===== src/rtl/scan_sequencer.sv =====
// Scan select generator for a 2-to-4 decoder: per-slot blanking, masked lines, frame-done pulse.
// Optional macro SCAN_HOLD_EN adds a hold input that freezes the scan outside IDLE.
module scan_sequencer #(
  parameter int PRESCALE = 4,
  parameter int BLANK    = 1
) (
  input  logic       clk,
  input  logic       rst_n,
  input  logic       run,
  input  logic [3:0] mask,
`ifdef SCAN_HOLD_EN
  input  logic       hold,
`endif
  output logic [1:0] sel,
  output logic       en,
  output logic       frame_done,
  output logic       busy
);

  localparam int CW = (PRESCALE > 1) ? $clog2(PRESCALE) : 1;
  localparam logic [CW-1:0] LAST = CW'(PRESCALE - 1);
  localparam logic [CW-1:0] BL1  = CW'((BLANK > 0) ? BLANK - 1 : 0);

  typedef enum logic [1:0] {S_IDLE, S_BLANK, S_ACTIVE} state_t;

  state_t          state, state_d, start_state;
  logic [CW-1:0]   cnt, cnt_d;
  logic [1:0]      sel_d, nsel;
  logic            en_d, fd, fd_d, freeze;

  // Next set mask bit above cur, wrapping; cur itself is checked last.
  function automatic logic [1:0] next_sel(input logic [1:0] cur, input logic [3:0] m);
    logic [1:0] idx;
    next_sel = cur;
    for (int k = 4; k >= 1; k--) begin
      idx = cur + 2'(k);
      if (m[idx]) next_sel = idx;
    end
  endfunction

`ifdef SCAN_HOLD_EN
  assign freeze     = hold && (state != S_IDLE);
  assign frame_done = fd && !hold;
`else
  assign freeze     = 1'b0;
  assign frame_done = fd;
`endif

  assign busy        = (state != S_IDLE);
  assign start_state = (BLANK == 0) ? S_ACTIVE : S_BLANK;

  always_comb begin
    state_d = state;
    cnt_d   = cnt;
    sel_d   = sel;
    en_d    = en;
    fd_d    = 1'b0;
    nsel    = next_sel(sel, mask);
    case (state)
      S_IDLE: begin
        en_d = 1'b0;
        if (run && (mask != 4'd0)) begin
          state_d = start_state;
          cnt_d   = '0;
          sel_d   = next_sel(2'd3, mask);
          en_d    = (BLANK == 0);
        end
      end
      S_BLANK: begin
        cnt_d = cnt + 1'b1;
        if (cnt == BL1) begin
          state_d = S_ACTIVE;
          en_d    = 1'b1;
        end
      end
      S_ACTIVE: begin
        en_d  = 1'b1;
        cnt_d = cnt + 1'b1;
        if (cnt == LAST) begin
          cnt_d = '0;
          if (!run || (mask == 4'd0)) begin
            state_d = S_IDLE;
            en_d    = 1'b0;
          end else begin
            state_d = start_state;
            sel_d   = nsel;
            fd_d    = (nsel <= sel);
            en_d    = (BLANK == 0);
          end
        end
      end
      default: begin
        state_d = S_IDLE;
        en_d    = 1'b0;
      end
    endcase
    // Hold keeps everything, including a pending frame pulse, until released.
    if (freeze) begin
      state_d = state;
      cnt_d   = cnt;
      sel_d   = sel;
      en_d    = en;
      fd_d    = fd;
    end
  end

  always_ff @(posedge clk or negedge rst_n) begin
    if (!rst_n) begin
      state <= S_IDLE;
      cnt   <= '0;
      sel   <= 2'd0;
      en    <= 1'b0;
      fd    <= 1'b0;
    end else begin
      state <= state_d;
      cnt   <= cnt_d;
      sel   <= sel_d;
      en    <= en_d;
      fd    <= fd_d;
    end
  end

endmodule

===== config.mk =====
export PLATFORM = sky130hd
export DESIGN_NAME = scan_sequencer
export DESIGN_NICKNAME = d
export VERILOG_FILES = /design/src/rtl/scan_sequencer.sv
export SDC_FILE = /design/constraint.sdc
export NUM_CORES = 1
export LEC_CHECK = 0
export BUFFER_PORTS_ARGS = -buffer_cell sky130_fd_sc_hd__buf_2
export CELL_PAD_IN_SITES_DETAIL_PLACEMENT = 1
export CELL_PAD_IN_SITES_GLOBAL_PLACEMENT = 1
export CORE_ASPECT_RATIO = 1.1
export CORE_MARGIN = 2
export CORE_UTILIZATION = 40
export DETAILED_ROUTE_END_ITERATION = 6
export GPL_ROUTABILITY_DRIVEN = 0
export PLACE_DENSITY_LB_ADDON = 0.1
export SETUP_SLACK_MARGIN = 0.4
export SLEW_MARGIN = 20
export SYNTH_ARGS = -nofsm -noshare
export SYNTH_HDL_FRONTEND = slang
export SYNTH_SLANG_ARGS = --single-unit

===== constraint.sdc =====
create_clock -name clk -period 3.3 [get_ports clk]
set_input_delay 0.165 -clock clk [delete_from_list [all_inputs] [get_ports clk]]
set_output_delay 0.165 -clock clk [all_outputs]
set_load 0.05 [all_outputs]

* Word-level counts from Yosys, hierarchy flattened
Cells that the tools add are included. Widths: inputs -> output; s select.
Cells by class: $add $sub $neg 4, $lt $le $gt $ge 4, equal/unequal tests 7, muxes and demuxes 30, reduce and logical (&&, ||, !) cells 13
Operators with widths (number):
- $mux 2 | 13
- $pmux 2 s3 | 2
- $mux 1 | 10
- $lt 2x3->1 const B | 3
- $ne 2x2->1 const B | 4
- $bmux 1 s2 | 3
- $add 2x1->2 const B | 2
- $add 2x2->2 const B | 2
- $eq 2x2->1 const B | 2
- $logic_not 2->1 | 2
- $logic_not 4->1 | 1
- $pmux 2 s2 | 1
- $reduce_and 4->1 | 1
- $reduce_bool 2->1 | 2
- $reduce_bool 4->1 | 1
- $reduce_and 3->1 | 1
- $reduce_bool 3->1 | 1
- $eq 2x1->1 const B | 1
- $le 2x2->1 | 1
- $pmux 1 s2 | 1
- $reduce_and 2->1 | 1
- $logic_and 1x1->1 | 1
- $logic_not 1->1 | 1
- $logic_or 1x1->1 | 1
Storage, ports and cells: flip-flop bits (word level) 8, input bits 7, output and inout bits 5

* Longest topological paths before layout
word-level depth 10, gate-level depth with buffers 8

* Worst setup path before layout
OpenSTA, ideal clock, no wires.
path kind register to register, start point reg sel[1], end point reg fd, in the netlist frame_done, arrival 1.552 ns, setup slack 1.609 ns, cell stages (with the launch flop) 7, cells stage by stage dfrtp_1 > inv_1 > o211ai_1 > o211a_1 > ha_1 > a21oi_1 > nor3_1
On the way: longest elaborated chain between the ends 10, elaborated cells on any way between the ends 16, classes of those cells 3 x add/sub; 1 x order compare; 12 x mux
Ends and longest elaborated chain:
- from (decl) | RTL line 14 | output logic [1:0] sel,
- from (signal assigned) | RTL line 117 | sel <= sel_d;
- $add 2x2->2 | RTL line 36 | idx = cur + 2'(k);
- $bmux 1 s2 | RTL line 37 | if (m[idx]) next_sel = idx;
- $mux 1 (not written as such) | RTL line 37
- $mux 2 (3 in a row) | RTL line 37
- $le 2x2->1 (*) | RTL line 87 | fd_d = (nsel <= sel);
- $mux 1 (*) | RTL line 81 | if (!run || (mask == 4'd0)) begin
- $mux 1 (*) | RTL line 79 | if (cnt == LAST) begin
- $mux 1 (*) | RTL line 59 | case (state)
- via fd_d | RTL line 29 | logic en_d, fd, fd_d, freeze;
- to (signal assigned) | RTL line 113 | fd <= 1'b0;
- to (signal assigned) | RTL line 119 | fd <= fd_d;
- to (decl) | RTL line 29
Mark *: on every way through the listed nets, which the timed path passes. The rest lies on a longest branch. The select of a mux whose other input is x is not followed. A chain may end at the register's enable or synchronous reset.

* Final worst setup path
start point reg state[0], end point reg sel[0]
On the way: longest elaborated chain between the ends 3, elaborated cells on any way between the ends 8, classes of those cells 4 x eq/ne; 1 x mux; 3 x reduce/logical
Ends and longest elaborated chain:
- from (decl) | RTL line 26 | state_t state, state_d, start_state;
- from (signal assigned) | RTL line 115 | state <= state_d;
- $eq 2x2->1 or $logic_not 2->1 (tied branches) | RTL line 59
- $ne 2x2->1 (no line) or $reduce_bool 2->1 (tied branches)
- $reduce_and 4->1 (no line)
Parallel ways exist; a longest one is shown, timed or not.

==> metrics <==
dpl ws=1.57 ns; # diodes=0; vias post-DR=582; Post-route DRC=0; Post-DP HPWL=1.15 mm; setup_tns=0 ns; Peak VDD IR=0.457 mV; CP max-delay cell=dfrtp_1; Max FO, Critical Path=8; critical path's largest stage delay=0.40 ns; Hold WC Path Type=in2reg; EDFF count, synth=0; Multi-input gate area=412 um2; CTS resizes=0; Arrival @ worst endpoint=1.83 ns; clock sink total=8; YS warnings=0; async set or reset register ratio after synthesis=1.00; initial antenna violation count=0; Logic pwr share=0.650; Final Critical Period=1.70 ns; Worst-Margin Slew=0.475 ns; Iteration-0 DRC Markers=3; hold path endpoint=frame_done; largest net degree at the start of global routing=9; Initial Util=0.419; Final WS setup=1.60 ns; H-Tree Depth=1; worst hold path depth=3; required time of the critical path=3.42 ns; CTS max path bufs=2; Final period util=0.516; mean post-synth cell area=8.95 um2; Post-synth top flop=dfrtp_1; Final setup viols=0; Post-DP Area=729 um2; Mapped Nets=88; MaxCap Viol Count=0; total track usage=0.173; crit path kind=reg2reg; root buf cell=clkbuf_4; clock power share=0.106; WL final=1.45 mm; final hold violation count=0; clk_lat worst skew=0.25 ns; Nets=105; WHS=0.214 ns; clock skew=0.00614 ns; post-synth cell types=27; worst setup path start=state[0]; die width=42.5 um; wire length per cell=13.8 um; detail-routed via count per cell=5.54; FF/Latch Area=200 um2; Seq/Total Area, Yosys=0.307; Flop pwr share=0.243; Fillers=192; reg2reg end=sel[0]; CTS tree=done; gr ovfl total=0; status=complete, no violations; PwrDens=919 mW/mm2; Setup crit start kind=flop; R2R Path Start=state[0]; unrepaired setup endpoints after global routing=no; std cell rows=15; Leakage=0.398 nW; final slew viol count=0; layout overhead on the synthesized area=16.7%; largest cells by area after synthesis=dfrtp_1 (31%), ha_1 (15%), inv_1 (6.3%); most frequent cells in the layout=inv_1 (11), buf_2 (11), a21oi_1 (8), ha_1 (8), dfrtp_1 (8); Psw=0.000357 W; placed instance count=101; Worst slew margin=0.683; # port buffers=11; fmax=587 MHz; leading area contributor after synthesis=dfrtp_1; Int Pwr=0.000343 W; vias in the first global route=558; Die Ht=46.4 um; Final Non-Filler Cells=105; num ports=12; top-area cell type share of the netlist area=0.307; Switching Fraction=0.510; worst path cell trace=inv_1 -> ha_1 -> nand2b_1 -> a21oi_2 -> mux2i_1 -> o21ai_0; DR pass1 iterations=4; critical path endpoint category=flop; post-route ant nets=0; hold wc startpoint=run; fraction of layout cells with a size suffix above 1=0.216; Syn Std Cell Area=653 um2; clk slew on worst S/H paths=0.06 ns; Worst Reg-to-Reg Cells=6; r2r setup slk=1.60 ns; Die ar.=0.00197 mm2; Mapped Cells=73; Yosys reg bits=8; first-pass GRT wire length=2.46 mm; cell area after layout=762 um2; Core Region=0.00156 mm2; CTS Buf Count=3
-- area by class of cell --
class,count,share of cell area
tap,17,0.0279
multi-input combinational,54,0.540
timing repair buffer,12,0.0854
sequential,8,0.263
clock buffer,3,0.0296
inverter,11,0.0542
-- worst max-delay path, delay by kind of cell (launching register included) --
kind	cells	cell delay [ns]
and+or+nand+nor	1	0.19
DFF	1	0.40
adders and majority gates	1	0.29
muxes	1	0.23
buffers and inverters	1	0.10
AOI/OAI and AO/OA	2	0.36
-- logic make-up (layout without fill, tap and decap cells) --
group                      count (synthesis)  after routing  synth area share
AOI/OAI and AO/OA                         25             25             0.278
and+or+nand+nor                           17             17             0.138
buffers and inverters                     11             26            0.0632
adders and majority gates                  8              8             0.153
DFF                                        8              8             0.307
muxes                                      4              4            0.0613
-- metal layers --
layer  GRT usage  vias to the layer above  share of wire
li1            -                      294              -
met4       0.150                        0          0.033
met3      0.0118                        4          0.032
met5           0                        -              0
met2       0.295                       12           0.49
met1       0.200                      272           0.44
-- metrics by stage --
stage,total power [W],utilization
after global placement,0.000628,0.468
after global routing,0.000772,0.489
final,0.000700,0.489
after CTS,0.000714,0.489
after floorplan,0.000527,-
after detailed placement,0.000634,0.468
-- timing repair --
item / CTS / global route
endpoints found under the hold margin: 8 / 0
buffers inserted: 0 / 0
hold buffers: 1 / 0
-- synthesized netlist by cell type, types with 2 or more instances --
library cell,instances
inv_1,11
a21oi_1,8
dfrtp_1,8
ha_1,8
mux2i_1,4
nor3_1,4
o21ai_0,4
nor2_1,3
a21o_1,2
nand2_1,2
nand2b_1,2
nand3_1,2
-- power groups by stage --
stage | Clock, W | Sequential, W | Combinational [W]
final | 0.0000746 | 0.000170 | 0.000455
after global routing | 0.0000840 | 0.000178 | 0.000511
after CTS | 0.0000785 | 0.000172 | 0.000464
after detailed placement | 0 | 0.000173 | 0.000461
after global placement | 0 | 0.000172 | 0.000456
after floorplan | 0 | 0.000218 | 0.000309
-- worst max-delay path by stage --
stage                       to  slack [ns]  depth (start not counted)
global route            sel[0]        1.43                          6
floorplan           frame_done        1.61                          6
detailed placement      sel[0]        1.57                          6
global placement        sel[0]        1.56                          6
CTS                     sel[0]        1.56                          6
finish                  sel[0]        1.60                          6
-- state kept, by name, indices dropped and copies added, names as in the netlist --
| name | cells |
|---|---|
| state | 2 |
| en | 1 |
| frame_done | 1 |
| sel | 2 |
| cnt | 2 |
Power figures use the tool's default switching activity.
